$ cat config.mk
export PLATFORM = sky130hd
export DESIGN_NAME = aes128_round_ctrl
export DESIGN_NICKNAME = d
export VERILOG_FILES = /design/src/rtl/aes_pkg.sv /design/src/rtl/aes_rcon_rom.sv /design/src/rtl/aes128_round_ctrl.sv
export SDC_FILE = /design/constraint.sdc
export NUM_CORES = 1
export LEC_CHECK = 0
export BUFFER_PORTS_ARGS = -buffer_cell sky130_fd_sc_hd__buf_2
export CAP_MARGIN = 20
export CELL_PAD_IN_SITES_DETAIL_PLACEMENT = 1
export CELL_PAD_IN_SITES_GLOBAL_PLACEMENT = 1
export CORE_AREA = 4 4 352 354
export CTS_CLUSTER_DIAMETER = 30
export DETAILED_ROUTE_END_ITERATION = 8
export DIE_AREA = 0 0 356 358
export GPL_TIMING_DRIVEN = 1
export HOLD_SLACK_MARGIN = 0.1
export PLACE_DENSITY = 0.47
export SKIP_CTS_REPAIR_TIMING = 1
export SLEW_MARGIN = 20
export SYNTH_ARGS = -nofsm -noshare
export SYNTH_HDL_FRONTEND = slang
export SYNTH_SLANG_ARGS = --single-unit
$ cat constraint.sdc
create_clock -name clk -period 2.7 [get_ports clk]
set_clock_uncertainty 0.1 [all_clocks]
set_input_delay 0.405 -clock clk [delete_from_list [all_inputs] [get_ports clk]]
set_output_delay 0.405 -clock clk [all_outputs]
set_load 0.02 [all_outputs]
$ cat src/rtl/aes_pkg.sv
// Shared constants and types for the iterative AES-128 encryption sequencer.
package aes_pkg;

  localparam int AES_WIDTH = 128;
  localparam int AES_NR    = 10;

  typedef enum logic [1:0] {
    FSM_IDLE  = 2'd0,
    FSM_ROUND = 2'd1,
    FSM_DONE  = 2'd2
  } fsm_e;

  // Round constants for key expansion, indexed by round number 1..10.
  localparam logic [7:0] RCON [1:AES_NR] = '{
    8'h01, 8'h02, 8'h04, 8'h08, 8'h10,
    8'h20, 8'h40, 8'h80, 8'h1b, 8'h36
  };

endpackage

$ cat src/rtl/aes_rcon_rom.sv
// Combinational round-number to round-constant lookup; returns 0 when disabled
// or when the round number is outside 1..AES_NR.
module aes_rcon_rom
  import aes_pkg::*;
(
  input  logic [3:0] round,
  input  logic       enable,
  output logic [7:0] rcon
);

  logic [7:0] term [1:AES_NR];

  for (genvar gi = 1; gi <= AES_NR; gi++) begin : g_rcon
    assign term[gi] = (enable && (round == 4'(gi))) ? RCON[gi] : 8'h00;
  end

  // At most one term is non-zero, so an OR-reduction acts as the mux.
  always_comb begin
    rcon = 8'h00;
    for (int i = 1; i <= AES_NR; i++) begin
      rcon = rcon | term[i];
    end
  end

endmodule

$ cat src/rtl/aes128_round_ctrl.sv
// Iterative AES-128 encryption sequencer: owns the state and round-key registers
// and steps an external round datapath and key-expansion step through rounds 1..NR.
module aes128_round_ctrl
  import aes_pkg::*;
#(
  parameter int WIDTH = AES_WIDTH,
  parameter int NR    = AES_NR
) (
  input  logic             clk,
  input  logic             rst_n,
  input  logic             in_valid_i,
  output logic             in_ready_o,
  input  logic [WIDTH-1:0] data_i,
  input  logic [WIDTH-1:0] key_i,
  output logic             out_valid_o,
  input  logic             out_ready_i,
  output logic [WIDTH-1:0] data_o,
  output logic [WIDTH-1:0] state_o,
  output logic [WIDTH-1:0] rkey_o,
  output logic [7:0]       rcon_o,
  output logic             last_round_o,
  input  logic [WIDTH-1:0] round_data_i,
  input  logic [WIDTH-1:0] next_key_i
);

  localparam logic [3:0] LAST_ROUND = 4'(NR);

  fsm_e             fsm_reg;
  logic [3:0]       round_reg;
  logic [WIDTH-1:0] state_reg;
  logic [WIDTH-1:0] rkey_reg;
  logic             in_ready_reg;
  logic             out_valid_reg;
  logic             in_round;

  always_ff @(posedge clk or negedge rst_n) begin
    if (!rst_n) begin
      fsm_reg       <= FSM_IDLE;
      round_reg     <= 4'd0;
      state_reg     <= '0;
      rkey_reg      <= '0;
      in_ready_reg  <= 1'b1;
      out_valid_reg <= 1'b0;
    end else begin
      case (fsm_reg)
        FSM_IDLE: begin
          if (in_valid_i && in_ready_reg) begin
            // Round-0 AddRoundKey is folded into the load.
            state_reg    <= data_i ^ key_i;
            rkey_reg     <= key_i;
            round_reg    <= 4'd1;
            in_ready_reg <= 1'b0;
            fsm_reg      <= FSM_ROUND;
          end
        end

        FSM_ROUND: begin
          state_reg <= round_data_i;
          rkey_reg  <= next_key_i;
          if (round_reg >= LAST_ROUND) begin
            round_reg     <= 4'd0;
            out_valid_reg <= 1'b1;
            fsm_reg       <= FSM_DONE;
          end else begin
            round_reg <= round_reg + 4'd1;
          end
        end

        FSM_DONE: begin
          // Ready rises only after the handshake, so accept happens a cycle later.
          if (out_valid_reg && out_ready_i) begin
            out_valid_reg <= 1'b0;
            in_ready_reg  <= 1'b1;
            fsm_reg       <= FSM_IDLE;
          end
        end

        default: begin
          round_reg     <= 4'd0;
          in_ready_reg  <= 1'b1;
          out_valid_reg <= 1'b0;
          fsm_reg       <= FSM_IDLE;
        end
      endcase
    end
  end

  assign in_round = (fsm_reg == FSM_ROUND);

  aes_rcon_rom u_rcon_rom (
    .round  (round_reg),
    .enable (in_round),
    .rcon   (rcon_o)
  );

  assign last_round_o = in_round && (round_reg == LAST_ROUND);
  assign in_ready_o   = in_ready_reg;
  assign out_valid_o  = out_valid_reg;
  assign data_o       = state_reg;
  assign state_o      = state_reg;
  assign rkey_o       = rkey_reg;

`ifndef SYNTHESIS
  a_round_bound : assert property (@(posedge clk) disable iff (!rst_n)
    round_reg <= LAST_ROUND);

  a_ready_valid_excl : assert property (@(posedge clk) disable iff (!rst_n)
    !(in_ready_reg && out_valid_reg));

  a_output_hold : assert property (@(posedge clk) disable iff (!rst_n)
    (out_valid_reg && !out_ready_i) |=> (out_valid_reg && $stable(state_reg)));
`endif

endmodule

# [Word-level counts from Yosys, hierarchy flattened]
# Cells that the tools add are included.
[word_totals] reg_bits=264 inputBits=516 out_inout_bits=395 elab_cells=82
[classes] add_sub_neg=1 order_cmp=1 eq_ne=15 muxes=27 bitwise_logic=13 n_reduce_logical=19
[op_table] operator="$pmux W128 S2" n=2
[op_table] operator="$mux W128" n=2
[op_table] operator="$xor A128 B128 Y128" n=1
[op_table] operator="$or A8 B8 Y8" n=9
[op_table] operator="$eq A4 B3 Y1 const B" n=4
[op_table] operator="$eq A4 B4 Y1 const B" n=3
[op_table] operator="$logic_and A1 B1 Y1" n=12
[op_table] operator="$mux W4" n=3
[op_table] operator="$mux W6" n=2
[op_table] operator="$pmux W4 S3" n=1
[op_table] operator="$mux W5" n=2
[op_table] operator="$reduce_and A3 Y1" n=3
[op_table] operator="$eq A4 B2 Y1 const B" n=2
[op_table] operator="$mux W2" n=4
[op_table] operator="$mux W8" n=1
[op_table] operator="$mux W7" n=1
[op_table] operator="$ne A2 B2 Y1 const B" n=3
[op_table] operator="$pmux W1 S3" n=2
[op_table] operator="$pmux W2 S3" n=1
[op_table] operator="$mux W1" n=5
[op_table] operator="$add A4 B1 Y4 const B" n=1
[op_table] operator="$eq A4 B1 Y1 const B" n=1
[op_table] operator="$ge A4 B4 Y1 const B" n=1
[op_table] operator="$reduce_and A2 Y1" n=2
[op_table] operator="other kinds (6)" n=8

# [Depth between registers and ports, before layout]
[logic_depth] depth_word=12 mapped_depth=7 depth_no_buf=5

# [Modules after synthesis]
# A second synthesis with hierarchy kept.
[hier_totals] hier_cells=1288 area_unflattened_um2=14906.8
[by_module_without_submodules] mod="aes128_round_ctrl" n_inst=1 cells_per_inst=1267 area_per_inst_um2=14746.6 seq_area_each_um2=6607.6
[by_module_without_submodules] mod="aes_rcon_rom" n_inst=1 cells_per_inst=21 area_per_inst_um2=160.2 seq_area_each_um2=0.0

# [Worst setup path before layout]
# OpenSTA, ideal clock, no wires.
[synth_path] kind="flip-flop to output port" start="register fsm_reg[1]" end="output port rcon_o[1]" t_arrival_ps=1491 required_time_ps=2195 path_slack_ps=704 stages_incl_launch_ff=6 path_buffers=3 cell_sequence="dfrtp_1 buf_2 buf_2 buf_2 nand2b_4 nor3_1"
[synth_via] elab_chain_cells=12 elab_cells_between_ends=16
[synth_rtl] item="start: declaration" line_no="aes128_round_ctrl.sv:28" source="fsm_e fsm_reg;"
[synth_rtl] item="start signal: assignment" line_no="aes128_round_ctrl.sv:38" source="fsm_reg <= FSM_IDLE;"
[synth_rtl] item="start signal: assignment" line_no="aes128_round_ctrl.sv:53" source="fsm_reg <= FSM_ROUND;"
[synth_rtl] item="start signal: assignment" line_no="aes128_round_ctrl.sv:63" source="fsm_reg <= FSM_DONE;"
[synth_rtl] item="$eq A2 B1 Y1 *" line_no="aes128_round_ctrl.sv:88" source="assign in_round = (fsm_reg == FSM_ROUND);"
[synth_rtl] item="$logic_and A1 B1 Y1" line_no="aes_rcon_rom.sv:14" source="assign term[gi] = (enable && (round == 4'(gi))) ? RCON[gi] : 8'h00;"
[synth_rtl] item="$mux W2" line_no="aes_rcon_rom.sv:14"
[synth_rtl] item="$or A8 B8 Y8 (8 in series)" line_no="aes_rcon_rom.sv:21" source="rcon = rcon | term[i];"
[synth_rtl] item="$or A8 B8 Y8 *" line_no="aes_rcon_rom.sv:21"
[synth_rtl] item="end: declaration" line_no="aes128_round_ctrl.sv:20" source="output logic [7:0] rcon_o,"
# Mark *: on every way between the ends. The rest lies on a longest branch, timed or not.

# [Worst setup path after layout]
[layout_path] start="register fsm_reg[0]" end="register rkey_reg[11], in the netlist rkey_o[11]"
[layout_via] elab_chain_cells=3 elab_cells_between_ends=6
[layout_rtl] item="$eq A2 B1 Y1 / $logic_not A2 Y1 (equally long branches)" line_no="aes128_round_ctrl.sv:45" source="case (fsm_reg)"
[layout_rtl] item="$reduce_bool A2 Y1 (no source line) / $ne A2 B2 Y1 (equally long branches)"
[layout_rtl] item="$reduce_and A2 Y1 (no source line)"
[layout_rtl] item="end signal: assignment" line_no="aes128_round_ctrl.sv:50" source="rkey_reg <= key_i;"
[layout_rtl] item="end signal: assignment" line_no="aes128_round_ctrl.sv:59" source="rkey_reg <= next_key_i;"
[layout_rtl] item="end: declaration" line_no="aes128_round_ctrl.sv:31" source="logic [WIDTH-1:0] rkey_reg;"
# Several ways; a longest one is shown, not always the timed one.
# A chain may end at the register's enable or synchronous reset.

==> results.md <==
* Layout overhead on the synthesized area at 88.2%
* Commonest cells post-synth: 263 x dfrtp_1, 259 x o21ai_0, 146 x o21ai_1, 133 x buf_4, 129 x mux2i_1
* Root buffer cell: clkbuf_16
* Port bufs at 910
* Most frequently used cell type in the post-synthesis netlist: dfrtp_1
* Comb power frac at around 47%
* Yosys reg bits at 264
* Initial antenna violation count at 4
* Worst slack at placement at 423 ps
* Reg power frac at 22.7%
* Sw Pwr at around 14 mW
* Clk sinks at ~260
* Row count at 128
* Required @ worst endpoint at 3120 ps
* Floorplan core area at 121,000 sq um
* Largest cells by area after synthesis: dfrtp_1 44%, o21ai_0 8.7%, mux2i_1 8.7%
* Power per cell area at 1160 nW/um^2
* Synth top area share at between 40% and 50%
* Reg-to-reg slack, setup at 130 ps
* Reg-to-Reg Start: fsm_reg[0]
* Clock Power Share at 30.1%
* Mapped Avg Cell Area at ~10 sq um
* Ys flop type: dfrtp_1
* Fraction of registers with async set/reset at 100%
* Final min period at about 2600 ps
* Clock Latency Late Sink at 630 ps
* CP endpoint kind: flip-flop
* EDFF count, synth at 0
* Critical Path Fanout Max at 29
* CP startpoint kind: flip-flop
* 1st-pass router iterations at 5
* Leak Pwr at ~13 nW
* Number of remaining DRC errors at 0
* Via count at 16,900
* Drt initial violations at 740
* Hold Path Class: input pin to flip-flop
* Global placer's final weighted congestion at 0.815
* CP arrival at 2990 ps
* HP Start: data_i[86]
* Cts bufs inserted at 87
* Vias in the first global route at roughly 16,000
* Die W at ~360 um
* Slew @ Worst Pin at 840 ps
* Total power at 32.6 mW
* Setup Total Neg Slack at 0 ps
* Seq. cell area at between 6000 and 7000 sq um
* Multi-input gate area at 6540 sq um
* Initial Utilization at 12.3%
* Ratio of cells with drive above 1 in the final layout at 44.2%
* Synth cell types at 40
* FILL cells at 14,300
* Pin count of the biggest net entering global routing at between 100 and 150
* Max-Slew Margin vs Limit at 44.0%
* Area leader, netlist: dfrtp_1
* Crit. Startpoint: fsm_reg[0]
* Worst Setup Path Type: flip-flop to flip-flop
* H-tree levels at 3
* Synth Instances at 1,474
* Maximum clock frequency at 389 MHz
* Syn Nets at 1,994
* Post-synthesis sequential area ratio at 44.3%
* Count of final setup violators at 0
* Fin crit share at 95.1%
* Yosys warnings at 0
* CTS clock-pin slew for the worst setup and hold paths at 40 ps
* DIE HEIGHT at 358 um
* Final hold vios at 0
* Hold WS at 82.8 ps
* DPL Wire Length at 66.7 mm
* Sw Ratio at 43.9%
* CTS tree: built
* Final worst slack at ~130 ps
* Routed Antenna Nets at 0
* Final Max Tran Viols at 0
* Max cap viols at 0
* Total Nets Final at roughly 3,300
* Clk buf depth at 3
* Post-Syn Area at 14,900 sq um
* DIE AREA at 127,000 sq um
* Global-route wire length before repair at 118 mm
* Status: finished clean
* Overall Global Routing Usage at 12.7%
* I/O pin count at slightly above 900
* Total grt overflow at 0
* P_int at 18.3 mW
* VDD IR max at about 520 uV
* Drt via density at 3.80
* DR WL/cell at 20.0 um
* Routed WL at ~89 mm
[worst paths after layout]
check,cells past startpoint,to
max in group asynchronous,3,rkey_o[26]
max,6,rkey_o[11]
min,4,data_o[86]
min reg2reg,2,rkey_o[63]
min in group asynchronous,2,rkey_o[60]
max reg2reg,6,rkey_o[11]
[cells by family after synthesis]
family	count (synthesis)	share of synthesized area (%)
xor gates and xnor gates	128	7.51
and+or+nand+nor	23	0.939
DFF	264	44.3
buffers and inverters	265	12.0
adders and majority gates	4	0.335
muxes	129	8.65
AOI/OAI and AO/OA	661	26.3
[placed cells by master (no fill, tap or decap), types with 2 or more instances in the layout]
master / netlist / layout
nor3_1: 2 / 2
clkinv_2: 0 / 17
inv_16: 0 / 2
o21ai_1: 146 / 146
buf_4: 133 / 62
nor2b_1: 2 / 2
nor2_1: 4 / 4
clkbuf_16: 0 / 88
xor2_1: 128 / 128
mux2i_1: 129 / 129
diode_2: 0 / 2
a21o_1: 2 / 2
inv_1: 4 / 4
nand2_1: 4 / 4
clkinv_8: 0 / 2
clkbuf_8: 0 / 29
clkbuf_1: 63 / 20
nand2b_1: 2 / 2
o22ai_1: 128 / 128
o21ai_2: 110 / 110
buf_2: 26 / 909
dfrtp_1: 263 / 262
a21oi_1: 6 / 6
dlygate4sd3_1: 0 / 457
and3_1: 3 / 3
o21ai_0: 259 / 259
clkinv_16: 0 / 2
ha_1: 4 / 4
buf_12: 0 / 17
[layout make-up]
cell class / instances / area share [%]
Multi-Input combinational cell: 945 / 23.3
Tap cell: 1625 / 7.24
Timing Repair Buffer: 1446 / 35.4
Clock buffer: 137 / 9.53
Antenna cell: 2 / 0.0178
Inverter: 5 / 0.0847
Sequential cell: 264 / 23.5
Clock inverter: 24 / 0.882
[power by group through the flow]
stage               Combinational [mW]  Sequential, mW  Clock (mW)
global route                      16.7            7.68        10.4
detailed placement                14.3            7.49           0
CTS                               14.4            7.47        10.1
finish                            15.4            7.40        9.82
floorplan                         7.27            9.17           0
global placement                  14.3            7.42           0
[per-stage QoR]
step                cells  util (%)  cell area, sq um
global placement     3828      17.0             20600
finish               4448      23.2             28100
CTS                  3989      19.4             23500
floorplan            1474         -             14900
detailed placement   3828      17.0             20600
global route         4448      23.2             28100
[critical path, stage by stage, from the launching register on]
cell           delay [ps]
dfrtp_1               480
nor2b_4               400
buf_12                280
buf_4                 240
mux2i_1               230
dlygate4sd3_1         610
o21ai_2                50
[per-layer routing]
metal	global-route usage, %	routed length [um]	vias up
met4	4.40	2860	2
met5	0	13	-
met1	14.8	34900	8311
met2	21.5	44100	652
li1	-	-	7794
met3	4.41	6940	151
Note: power is estimated with default switching activity, not from simulation.
